File: src/rtl/datapath_if.sv
// Control/bus bundle for the single-bus CPU datapath.
// The control side (bench today, control unit later) drives the strobes.
// The datapath drives the bus value and every register's contents back out.
interface datapath_if;
  // Bus source selects
  logic        PCout;
  logic        Zhighout;
  logic        Zlowout;
  logic        MDRout;
  logic        R2out;
  logic        R3out;

  // Register load enables
  logic        MARin;
  logic        Zin;
  logic        PCin;
  logic        MDRin;
  logic        IRin;
  logic        Yin;
  logic        R1in;
  logic        R2in;
  logic        R3in;

  // ALU / memory controls
  logic        IncPC;
  logic        Read;
  logic [4:0]  AND;
  logic [31:0] Mdatain;

  // Datapath observation
  logic [31:0] BusMuxOut;
  logic [31:0] PC_q;
  logic [31:0] IR_q;
  logic [31:0] MAR_q;
  logic [31:0] MDR_q;
  logic [31:0] Y_q;
  logic [31:0] R1_q;
  logic [31:0] R2_q;
  logic [31:0] R3_q;
  logic [31:0] Zhigh_q;
  logic [31:0] Zlow_q;

  // Control side: issues one micro-op per clock and watches the datapath
  modport master (
    output PCout, Zhighout, Zlowout, MDRout, R2out, R3out,
    output MARin, Zin, PCin, MDRin, IRin, Yin, R1in, R2in, R3in,
    output IncPC, Read, AND, Mdatain,
    input  BusMuxOut, PC_q, IR_q, MAR_q, MDR_q, Y_q,
    input  R1_q, R2_q, R3_q, Zhigh_q, Zlow_q
  );

  // Datapath side
  modport slave (
    input  PCout, Zhighout, Zlowout, MDRout, R2out, R3out,
    input  MARin, Zin, PCin, MDRin, IRin, Yin, R1in, R2in, R3in,
    input  IncPC, Read, AND, Mdatain,
    output BusMuxOut, PC_q, IR_q, MAR_q, MDR_q, Y_q,
    output R1_q, R2_q, R3_q, Zhigh_q, Zlow_q
  );
endinterface

File: src/rtl/datapath.sv
// Single-bus 32-bit CPU datapath: R1-R3, PC, IR, MAR, MDR, Y, 64-bit Z,
// a combinational ALU (A = Y, B = bus) and one shared priority-muxed bus.
// Every transfer is one externally strobed micro-op per clock.
module datapath (
  input  logic        Clock,
  input  logic        Clear,
  datapath_if.slave   dp
);

  typedef enum logic [4:0] {
    OP_PASS = 5'd0,
    OP_AND  = 5'd1,
    OP_OR   = 5'd2,
    OP_ADD  = 5'd3,
    OP_SUB  = 5'd4,
    OP_SHR  = 5'd5,
    OP_SHL  = 5'd6,
    OP_NOT  = 5'd7,
    OP_NEG  = 5'd8,
    OP_MUL  = 5'd9
  } alu_op_e;

  logic [31:0] pc_q,  pc_d;
  logic [31:0] ir_q,  ir_d;
  logic [31:0] mar_q, mar_d;
  logic [31:0] mdr_q, mdr_d;
  logic [31:0] y_q,   y_d;
  logic [31:0] r1_q,  r1_d;
  logic [31:0] r2_q,  r2_d;
  logic [31:0] r3_q,  r3_d;
  logic [63:0] z_q,   z_d;

  logic [31:0]        bus;
  logic [63:0]        alu_result;
  logic signed [63:0] mul_a;
  logic signed [63:0] mul_b;
  logic signed [63:0] mul_p;

  // Shared bus: fixed-priority select so overlapping strobes stay deterministic
  always_comb begin
    // NOTE: every combinational output gets a default first so no path infers a latch.
    bus = 32'h0;
    if      (dp.PCout)    bus = pc_q;
    else if (dp.Zhighout) bus = z_q[63:32];
    else if (dp.Zlowout)  bus = z_q[31:0];
    else if (dp.MDRout)   bus = mdr_q;
    else if (dp.R2out)    bus = r2_q;
    else if (dp.R3out)    bus = r3_q;
  end

  // Signed multiply operands, sign-extended so the full product fits in Z
  assign mul_a = $signed(y_q);
  assign mul_b = $signed(bus);
  assign mul_p = mul_a * mul_b;

  // ALU: IncPC overrides the opcode; unused opcodes produce zero
  always_comb begin
    alu_result = 64'h0;
    if (dp.IncPC) begin
      alu_result = {32'h0, bus + 32'd1};
    end else begin
      case (alu_op_e'(dp.AND))
        OP_PASS: alu_result = {32'h0, bus};
        OP_AND:  alu_result = {32'h0, y_q & bus};
        OP_OR:   alu_result = {32'h0, y_q | bus};
        OP_ADD:  alu_result = {32'h0, y_q + bus};
        OP_SUB:  alu_result = {32'h0, y_q - bus};
        OP_SHR:  alu_result = {32'h0, y_q >> bus[4:0]};
        OP_SHL:  alu_result = {32'h0, y_q << bus[4:0]};
        OP_NOT:  alu_result = {32'h0, ~bus};
        OP_NEG:  alu_result = {32'h0, 32'h0 - bus};
        OP_MUL:  alu_result = mul_p;
        default: alu_result = 64'h0;
      endcase
    end
  end

  // Next-state selection: each register holds unless its load enable is set
  always_comb begin
    pc_d  = pc_q;
    ir_d  = ir_q;
    mar_d = mar_q;
    mdr_d = mdr_q;
    y_d   = y_q;
    r1_d  = r1_q;
    r2_d  = r2_q;
    r3_d  = r3_q;
    z_d   = z_q;
    if (dp.PCin)  pc_d  = bus;
    if (dp.IRin)  ir_d  = bus;
    if (dp.MARin) mar_d = bus;
    if (dp.MDRin) mdr_d = dp.Read ? dp.Mdatain : bus;
    if (dp.Yin)   y_d   = bus;
    if (dp.R1in)  r1_d  = bus;
    if (dp.R2in)  r2_d  = bus;
    if (dp.R3in)  r3_d  = bus;
    if (dp.Zin)   z_d   = alu_result;
  end

  // Register file state; Clear zeroes everything immediately, independent of Clock
  always_ff @(posedge Clock or posedge Clear) begin
    if (Clear) begin
      pc_q  <= 32'h0;
      ir_q  <= 32'h0;
      mar_q <= 32'h0;
      mdr_q <= 32'h0;
      y_q   <= 32'h0;
      r1_q  <= 32'h0;
      r2_q  <= 32'h0;
      r3_q  <= 32'h0;
      z_q   <= 64'h0;
    end else begin
      // NOTE: non-blocking updates mean a register read on the bus this edge still shows its old value.
      pc_q  <= pc_d;
      ir_q  <= ir_d;
      mar_q <= mar_d;
      mdr_q <= mdr_d;
      y_q   <= y_d;
      r1_q  <= r1_d;
      r2_q  <= r2_d;
      r3_q  <= r3_d;
      z_q   <= z_d;
    end
  end

  assign dp.BusMuxOut = bus;
  assign dp.PC_q      = pc_q;
  assign dp.IR_q      = ir_q;
  assign dp.MAR_q     = mar_q;
  assign dp.MDR_q     = mdr_q;
  assign dp.Y_q       = y_q;
  assign dp.R1_q      = r1_q;
  assign dp.R2_q      = r2_q;
  assign dp.R3_q      = r3_q;
  assign dp.Zhigh_q   = z_q[63:32];
  assign dp.Zlow_q    = z_q[31:0];

endmodule

File: src/flat_wrapper.sv
// flat-port wrapper written by rule: the top's interface ports become plain ports
module datapath_flat 
  (Clock, Clear, dp_PCout, dp_Zhighout, dp_Zlowout, dp_MDRout, dp_R2out, dp_R3out, dp_MARin, dp_Zin, dp_PCin, dp_MDRin, dp_IRin, dp_Yin, dp_R1in, dp_R2in, dp_R3in, dp_IncPC, dp_Read, dp_AND, dp_Mdatain, dp_BusMuxOut, dp_PC_q, dp_IR_q, dp_MAR_q, dp_MDR_q, dp_Y_q, dp_R1_q, dp_R2_q, dp_R3_q, dp_Zhigh_q, dp_Zlow_q);
  datapath_if dp_i ();
  input  logic Clock;
  input  logic Clear;
  input wire logic [$bits(dp_i.PCout)-1:0] dp_PCout;
  input wire logic [$bits(dp_i.Zhighout)-1:0] dp_Zhighout;
  input wire logic [$bits(dp_i.Zlowout)-1:0] dp_Zlowout;
  input wire logic [$bits(dp_i.MDRout)-1:0] dp_MDRout;
  input wire logic [$bits(dp_i.R2out)-1:0] dp_R2out;
  input wire logic [$bits(dp_i.R3out)-1:0] dp_R3out;
  input wire logic [$bits(dp_i.MARin)-1:0] dp_MARin;
  input wire logic [$bits(dp_i.Zin)-1:0] dp_Zin;
  input wire logic [$bits(dp_i.PCin)-1:0] dp_PCin;
  input wire logic [$bits(dp_i.MDRin)-1:0] dp_MDRin;
  input wire logic [$bits(dp_i.IRin)-1:0] dp_IRin;
  input wire logic [$bits(dp_i.Yin)-1:0] dp_Yin;
  input wire logic [$bits(dp_i.R1in)-1:0] dp_R1in;
  input wire logic [$bits(dp_i.R2in)-1:0] dp_R2in;
  input wire logic [$bits(dp_i.R3in)-1:0] dp_R3in;
  input wire logic [$bits(dp_i.IncPC)-1:0] dp_IncPC;
  input wire logic [$bits(dp_i.Read)-1:0] dp_Read;
  input wire logic [$bits(dp_i.AND)-1:0] dp_AND;
  input wire logic [$bits(dp_i.Mdatain)-1:0] dp_Mdatain;
  output wire logic [$bits(dp_i.BusMuxOut)-1:0] dp_BusMuxOut;
  output wire logic [$bits(dp_i.PC_q)-1:0] dp_PC_q;
  output wire logic [$bits(dp_i.IR_q)-1:0] dp_IR_q;
  output wire logic [$bits(dp_i.MAR_q)-1:0] dp_MAR_q;
  output wire logic [$bits(dp_i.MDR_q)-1:0] dp_MDR_q;
  output wire logic [$bits(dp_i.Y_q)-1:0] dp_Y_q;
  output wire logic [$bits(dp_i.R1_q)-1:0] dp_R1_q;
  output wire logic [$bits(dp_i.R2_q)-1:0] dp_R2_q;
  output wire logic [$bits(dp_i.R3_q)-1:0] dp_R3_q;
  output wire logic [$bits(dp_i.Zhigh_q)-1:0] dp_Zhigh_q;
  output wire logic [$bits(dp_i.Zlow_q)-1:0] dp_Zlow_q;
  assign dp_i.PCout = dp_PCout;
  assign dp_i.Zhighout = dp_Zhighout;
  assign dp_i.Zlowout = dp_Zlowout;
  assign dp_i.MDRout = dp_MDRout;
  assign dp_i.R2out = dp_R2out;
  assign dp_i.R3out = dp_R3out;
  assign dp_i.MARin = dp_MARin;
  assign dp_i.Zin = dp_Zin;
  assign dp_i.PCin = dp_PCin;
  assign dp_i.MDRin = dp_MDRin;
  assign dp_i.IRin = dp_IRin;
  assign dp_i.Yin = dp_Yin;
  assign dp_i.R1in = dp_R1in;
  assign dp_i.R2in = dp_R2in;
  assign dp_i.R3in = dp_R3in;
  assign dp_i.IncPC = dp_IncPC;
  assign dp_i.Read = dp_Read;
  assign dp_i.AND = dp_AND;
  assign dp_i.Mdatain = dp_Mdatain;
  assign dp_BusMuxOut = dp_i.BusMuxOut;
  assign dp_PC_q = dp_i.PC_q;
  assign dp_IR_q = dp_i.IR_q;
  assign dp_MAR_q = dp_i.MAR_q;
  assign dp_MDR_q = dp_i.MDR_q;
  assign dp_Y_q = dp_i.Y_q;
  assign dp_R1_q = dp_i.R1_q;
  assign dp_R2_q = dp_i.R2_q;
  assign dp_R3_q = dp_i.R3_q;
  assign dp_Zhigh_q = dp_i.Zhigh_q;
  assign dp_Zlow_q = dp_i.Zlow_q;
  datapath u_core (.Clock(Clock), .Clear(Clear), .dp(dp_i));
endmodule
File: config.mk
export PLATFORM = sky130hd
export DESIGN_NAME = datapath_flat
export DESIGN_NICKNAME = d
export VERILOG_FILES = /design/src/rtl/datapath_if.sv /design/src/rtl/datapath.sv /design/src/flat_wrapper.sv
export SDC_FILE = /design/constraint.sdc
export NUM_CORES = 2
export LEC_CHECK = 0
export CAP_MARGIN = 0
export CORE_AREA = 4 4 531 375
export DETAILED_ROUTE_END_ITERATION = 7
export DIE_AREA = 0 0 535 379
export GPL_TIMING_DRIVEN = 0
export SLEW_MARGIN = 20
export SYNTH_ARGS = -nofsm -noshare
export SYNTH_HDL_FRONTEND = slang
export SYNTH_SLANG_ARGS = --single-unit
File: constraint.sdc
create_clock -name Clock -period 15.05 [get_ports Clock]
set_input_delay 3.01 -clock Clock [delete_from_list [all_inputs] [get_ports Clock]]
set_output_delay 3.01 -clock Clock [all_outputs]
set_load 0.1 [all_outputs]
Word-level counts from Yosys, hierarchy flattened
Index checks and enable logic that the tools add are counted.
W data, S select, Z words.
{ "totals": {"regBits": 320, "inputBits": 56, "out_inout_bits": 352, "word_cells": 38} }
{ "classes": {"n_addsub": 4, "multipliers": 1, "eq_ne": 9, "shift": 2, "muxes": 9, "n_bitwise": 3, "reduce_logical": 1} }
{ "op_table": {"columns": ["operator", "count"], "rows": [
  ["$pmux W64 S10", 1],
  ["$mux W32", 7],
  ["$mul A32 B32 Y64", 1],
  ["$mux W64", 1],
  ["$add A32 B1 Y32 const B", 1],
  ["$add A32 B32 Y32", 1],
  ["$and A32 B32 Y32", 1],
  ["$not A32 Y32", 1],
  ["$or A32 B32 Y32", 1],
  ["$shl A32 B5 Y32", 1],
  ["$shr A32 B5 Y32", 1],
  ["$sub A1 B32 Y32 const A", 1],
  ["$sub A32 B32 Y32", 1],
  ["$eq A5 B3 Y1 const B", 4],
  ["$eq A5 B2 Y1 const B", 2],
  ["$eq A5 B4 Y1 const B", 2],
  ["$eq A5 B1 Y1 const B", 1],
  ["$logic_not A5 Y1", 1]
]} }

Longest topological paths before layout
{ "logic_depth": {"word_depth": 9, "ltp_mapped": 37, "mapped_depth_nobuf": 31} }

Worst setup path after synthesis
No wires, ideal clock.
{ "synth_path": {"path_type": "input port to flip-flop", "start": "in dp_R2out", "end": "reg u_core.z_q[61]", "setup_time_ns": 0.123, "t_arrival_ns": 12.794, "t_required_ns": 14.927, "path_slack_ns": 2.133, "stages": 32, "path_buffers": 7, "cell_sequence": "buf_6 > nand3b_1 > a221o_1 > a21o_1 > buf_2 > inv_2 > buf_2 > buf_2 > buf_2 > clkbuf_1 > clkbuf_1 > nand2_1 > fa_1 > fa_1 > fa_1 > fa_1 > inv_1 > fa_1 > fa_1 > fa_1 > fa_1 > ha_1 > nand3_1 > nor2_1 > a2111oi_0 > o31ai_1 > a31oi_1 > a211oi_1 > o21ai_0 > a31oi_1 > or3_1 > a32o_1"} }
{ "synth_via": {"elab_chain_cells": 8} }
{ "synth_lines": {"columns": ["item", "line", "text"], "rows": [
  ["start: declaration", "flat_wrapper.sv:11", "input wire logic [$bits(dp_i.R2out)-1:0] dp_R2out;"],
  ["$mux W32", "datapath.sv:47", "else if (dp.R2out) bus = r2_q;"],
  ["$mux W32", "datapath.sv:46", "else if (dp.MDRout) bus = mdr_q;"],
  ["$mux W32", "datapath.sv:45", "else if (dp.Zlowout) bus = z_q[31:0];"],
  ["$mux W32", "datapath.sv:44", "else if (dp.Zhighout) bus = z_q[63:32];"],
  ["$mux W32", "datapath.sv:43", "if (dp.PCout) bus = pc_q;"],
  ["via dp_BusMuxOut[2]", "flat_wrapper.sv:26", "output wire logic [$bits(dp_i.BusMuxOut)-1:0] dp_BusMuxOut;"],
  ["$mul A32 B32 Y64", "datapath.sv:54", "assign mul_p = mul_a * mul_b;"],
  ["$pmux W64 S10", "datapath.sv:62", "case (alu_op_e'(dp.AND))"],
  ["$mux W64", "datapath.sv:59", "if (dp.IncPC) begin"],
  ["end signal: assignment", "datapath.sv:122", "z_q <= z_d;"],
  ["end: declaration", "datapath.sv:31", "logic [63:0] z_q, z_d;"]
]} }
The timed path passes the listed nets, and every way through them passes these cells.
A chain may end at the register's enable or synchronous reset.

Worst setup path after layout
{ "layout_path": {"start": "in dp_PCout", "end": "reg u_core.z_q[46]"} }
{ "layout_via": {"elab_chain_cells": 4} }
{ "layout_lines": {"columns": ["item", "line", "text"], "rows": [
  ["start: declaration", "flat_wrapper.sv:7", "input wire logic [$bits(dp_i.PCout)-1:0] dp_PCout;"],
  ["$mux W32", "datapath.sv:43", null],
  ["$mul A32 B32 Y64", "datapath.sv:54", null],
  ["$pmux W64 S10", "datapath.sv:62", null],
  ["$mux W64", "datapath.sv:59", null]
]} }
Every way passes these cells.

==> results_tabular.tex <==
\begin{tabular}{lr}
\hline
Metric & Value \\
\hline
\multicolumn{2}{l}{\textbf{Outcome}} \\
\quad Outcome & finished, final reports clean \\
\multicolumn{2}{l}{\textbf{Synth}} \\
\quad Main combinational cell family by area after synthesis & adder cells \\
\quad Part of the Yosys area used for sequential elements & 0.138 \\
\quad Fraction of synthesized cell area in xor and xnor cells & 0.0211 \\
\quad Share of flip-flops with an asynchronous set or reset after synthesis & 1.00 \\
\quad Number of synthesized register bits & 320 \\
\quad Syn. warnings & 0 \\
\quad Leading register cell type out of synthesis & dfrtp\_1 \\
\quad Compound-cell area share of the yosys netlist & 0.116 \\
\quad Fraction of synthesized area in multiplexers & 0.0642 \\
\quad Number of standard cells after synthesis & 6457 \\
\quad Share of synthesized cell area in and, or, nand and nor gates & 0.126 \\
\quad Average size of a mapped cell & 8.99 µm² \\
\quad Adder-cell share of the synthesized area & 0.435 \\
\quad Mapped Nets & 7879 \\
\quad Number of synthesized flops with an enable pin & 0 \\
\quad Mapped Area & 58000 µm² \\
\quad Count of cell types in the netlist & 90 \\
\multicolumn{2}{l}{\textbf{STA}} \\
\quad Pins over their slew limit & 0 \\
\quad Number of setup violations in the final report & 0 \\
\quad Post-Route Skew & 0.0391 ns \\
\quad Highest clock rate & 67.1 MHz \\
\quad Slew @ Worst Pin & 1.39 ns \\
\quad Crit path setup slack, layout & 0.156 ns \\
\quad Share of the clock period used by the worst path & 0.990 \\
\quad Minimum clock period & 14.89 ns \\
\quad Remaining max-slew budget at the tightest pin & 0.0462 \\
\quad Unrepaired setup endpoints after global routing & no \\
\quad Number of failing hold endpoints at the final stage & 0 \\
\multicolumn{2}{l}{\textbf{CTS}} \\
\quad Reg clk slew, reported paths & 0.07 ns \\
\quad Clock Sink Count & 320 \\
\quad Root buffer cell & clkbuf\_16 \\
\quad Max Buffers Root-to-Sink & 3 \\
\quad CTS Hold Bufs & 0 \\
\quad Insertion delay to the later sink of the worst-skew pair & 0.61 ns \\
\quad H-Tree Level Count & 2 \\
\quad Number of buffers inserted during clock tree synthesis & 38 \\
\quad Clock tree from TritonCTS & yes \\
\multicolumn{2}{l}{\textbf{Setup path}} \\
\quad Beginning of the critical path & dp\_PCout \\
\quad Crit path largest cell delay & 0.84 ns \\
\quad Launch point of the worst reg-to-reg path & u\_core.dp.R2\_q[2] \\
\quad Worst setup path category & input pin to register \\
\quad Cell with the most instances on the worst path & fa\_1 \\
\quad Largest driver fanout on the critical path & 14 \\
\quad Setup crit end kind & register \\
\quad Element type at the critical path start & input pin \\
\quad Arrival time of data at the critical path endpoint & 15.38 ns \\
\quad Data required time at the worst endpoint & 15.53 ns \\
\quad Slowest stage cell on the critical path & clkbuf\_2 \\
\multicolumn{2}{l}{\textbf{Layout}} \\
\quad Area of combinational cells with multiple inputs & 44400 µm² \\
\quad Area Growth Syn to Fin & 16.1\% \\
\quad Fraction of layout instances using a drive strength above 1 & 0.0736 \\
\quad Register Area & 8010 µm² \\
\quad Number of filler cells placed in the layout & 20100 \\
\quad Post-route standard cell area excluding fillers & 67400 µm² \\
\quad Count of nets after finishing & 8332 \\
\multicolumn{2}{l}{\textbf{Floorplanning}} \\
\quad I/O pin cnt & 408 \\
\quad DIE WIDTH & 535 µm \\
\quad Die Y-Extent & 379 µm \\
\quad Area of the placeable core & 193000 µm² \\
\quad Die area & 203000 µm² \\
\quad Starting density of the core & 0.300 \\
\quad Number of standard-cell rows in the floorplan & 135 \\
\multicolumn{2}{l}{\textbf{Hold path}} \\
\quad Launch point of the worst hold path & u\_core.dp.IR\_q[27] \\
\quad Worst Hold Class & register to register \\
\multicolumn{2}{l}{\textbf{Global routing}} \\
\quad Aggregate global routing overflow & 0 \\
\quad Global-route wire length before repair & 475000 µm \\
\quad Number of antenna violations at the first check in global routing & 48 \\
\quad Gr usage total & 0.343 \\
\quad Pin count of the biggest net entering global routing & 103 \\
\quad Via count of the first global-routing pass & 54000 \\
\multicolumn{2}{l}{\textbf{Placed design}} \\
\quad GP Congestion & 1.05 \\
\quad IO buf count & 391 \\
\quad Detail Placement HPWL & 295000 µm \\
\quad Worst slack after detailed placement & -2.28 ns \\
\quad Dpl cell area & 65800 µm² \\
\multicolumn{2}{l}{\textbf{Route}} \\
\quad Drt wl/cell & 37.0 µm \\
\quad DRC violation count after routing & 0 \\
\quad Initial drt markers & 7588 \\
\quad Residual antenna-violating net count after detailed routing & 0 \\
\quad Drt total wl & 354000 µm \\
\quad Total number of vias & 54700 \\
\quad Initial DRT Pass Iterations & 6 \\
\quad Detail-routed via count per cell & 5.72 \\
\multicolumn{2}{l}{\textbf{Run}} \\
\quad Maximum Capacitance Violations & 0 \\
\hline
\end{tabular}
[path summary, 6_finish.rpt]
check                                      to  slack [ns]  cells after the start
max                            u_core.z_q[46]        0.16                     30
min                        u_core.dp.IR_q[27]        0.50                      1
max reg2reg                    u_core.z_q[46]        2.94                     30
min reg2reg                u_core.dp.IR_q[27]        0.50                      1
max in group asynchronous  u_core.dp.IR_q[13]       10.78                      4
min in group asynchronous   u_core.dp.IR_q[4]        2.87                      2
[cells by family (layout without fill, tap and decap cells)]
| family | after synthesis | after routing |
|---|---|---|
| AO/OA/AOI/OAI | 995 | 995 |
| XOR/XNOR | 139 | 139 |
| adder cells (fa/ha/maj) | 1366 | 1366 |
| buffers and inverters | 1517 | 2000 |
| flip-flops | 320 | 320 |
| multiplexers | 351 | 351 |
| other | 0 | 21 |
| AND/OR/NAND/NOR | 1769 | 1769 |
[sequential cells by signal (all words and copies together) (netlist names)]
signal	flops
u_core.z_q	64
u_core.dp.R3_q	32
u_core.dp.Y_q	32
u_core.dp.R1_q	32
u_core.dp.MDR_q	32
u_core.dp.MAR_q	32
u_core.dp.R2_q	32
u_core.dp.IR_q	32
u_core.dp.PC_q	32
[layout by cell type (no fill, tap or decap), types with 26 or more instances in the layout]
cell / netlist / layout
nor3_1: 51 / 50
nor2_1: 803 / 799
a22o_1: 29 / 29
clkbuf_16: 0 / 39
nand3_1: 54 / 54
xnor2_1: 95 / 95
a21oi_1: 267 / 265
a211oi_1: 70 / 66
ha_1: 282 / 282
dfrtp_1: 320 / 320
nand2_1: 677 / 677
nor2b_1: 30 / 30
mux2_2: 170 / 170
clkdlybuf4s50_1: 0 / 389
xor2_1: 43 / 42
o21ai_0: 179 / 176
clkbuf_2: 0 / 97
clkbuf_1: 329 / 230
a31oi_1: 62 / 59
o211ai_1: 30 / 30
a221o_1: 26 / 26
inv_1: 1052 / 1050
fa_1: 1084 / 1082
buf_1: 52 / 31
nand3b_1: 29 / 29
mux2i_1: 181 / 179
a21o_1: 55 / 55
and3_1: 28 / 28
buf_2: 49 / 67
[metrics by stage]
stage	hold WS, ns	instances	utilization	TNS (ns)
finish	0.504	9564	0.348	0
CTS	0.508	9540	0.347	0
detailed placement	0.494	9472	0.340	-80.10
global placement	0.490	9451	0.337	-680.71
floorplan	0.999	6457	-	0
global route	0.518	9547	0.348	0
[worst max-delay path, delay by kind of cell]
| kind | cells | cell delay [ns] |
|---|---|---|
| AO/OA/AOI/OAI | 8 | 3.39 |
| buffers and inverters | 8 | 2.99 |
| adder cells (fa/ha/maj) | 10 | 4.94 |
| AND/OR/NAND/NOR | 3 | 0.79 |
| XOR/XNOR | 1 | 0.22 |
[cell usage after synthesis, drive strengths merged, types with 9 or more instances]
master	instances	area [µm²]
ha	282	3530
mux2	170	1910
nand3b	29	218
a21o	55	413
a2bb2oi	15	131
a311oi	17	149
or3	13	81.3
inv	1060	3980
a211oi	72	551
nand3	54	270
o21ai	184	925
nor2b	30	188
o211ai	30	225
nand2b	15	101
nand2	677	2540
a211o	9	78.8
nor2	803	3010
o21a	17	128
a221o	26	260
a221oi	29	284
o22ai	21	131
a31oi	63	400
clkbuf	329	1230
fa	1084	21700
nor4	9	62.6
nand4	20	131
and3	28	175
o2111ai	12	105
and2	12	75.1
mux2i	181	1810
a22oi	11	82.6
a2111oi	11	103
dfrtp	320	8010
a21oi	267	1340
xor2	43	377
o21bai	12	90.1
o221ai	24	210
buf	111	538
clkinv	17	63.8
a22o	29	254
o31ai	12	90.1
nor3	52	265
a21boi	14	146
xnor2	96	848
[final cells by class]
class,instances,area share
Antenna cell,21,0.000780
Buffer,435,0.0290
Clock buffer,52,0.0158
Clock inverter,18,0.00459
Inverter,1077,0.0602
Multi-Input combinational cell,4620,0.659
Sequential cell,320,0.119
Tap cell,2603,0.0484
Timing Repair Buffer,418,0.0638
[per-layer routing]
metal | GRT usage | part of all wire | wire length (µm) | vias up
li1 | - | - | - | 21500
met1 | 0.497 | 0.43 | 153000 | 28900
met2 | 0.470 | 0.40 | 141000 | 3701
met3 | 0.116 | 0.13 | 44800 | 589
met4 | 0.121 | 0.042 | 14700 | 24
met5 | 0 | 0.00040 | 142 | -
[repair_timing]
item,CTS,global route
pin swaps,1,0
setup buffers,1,4
resized for setup,17,29
setup endpoints to repair,48,20
Power is left out: the tool's default activity adds up to more than one toggle a clock period on the data nets, which glitch-free logic cannot reach.
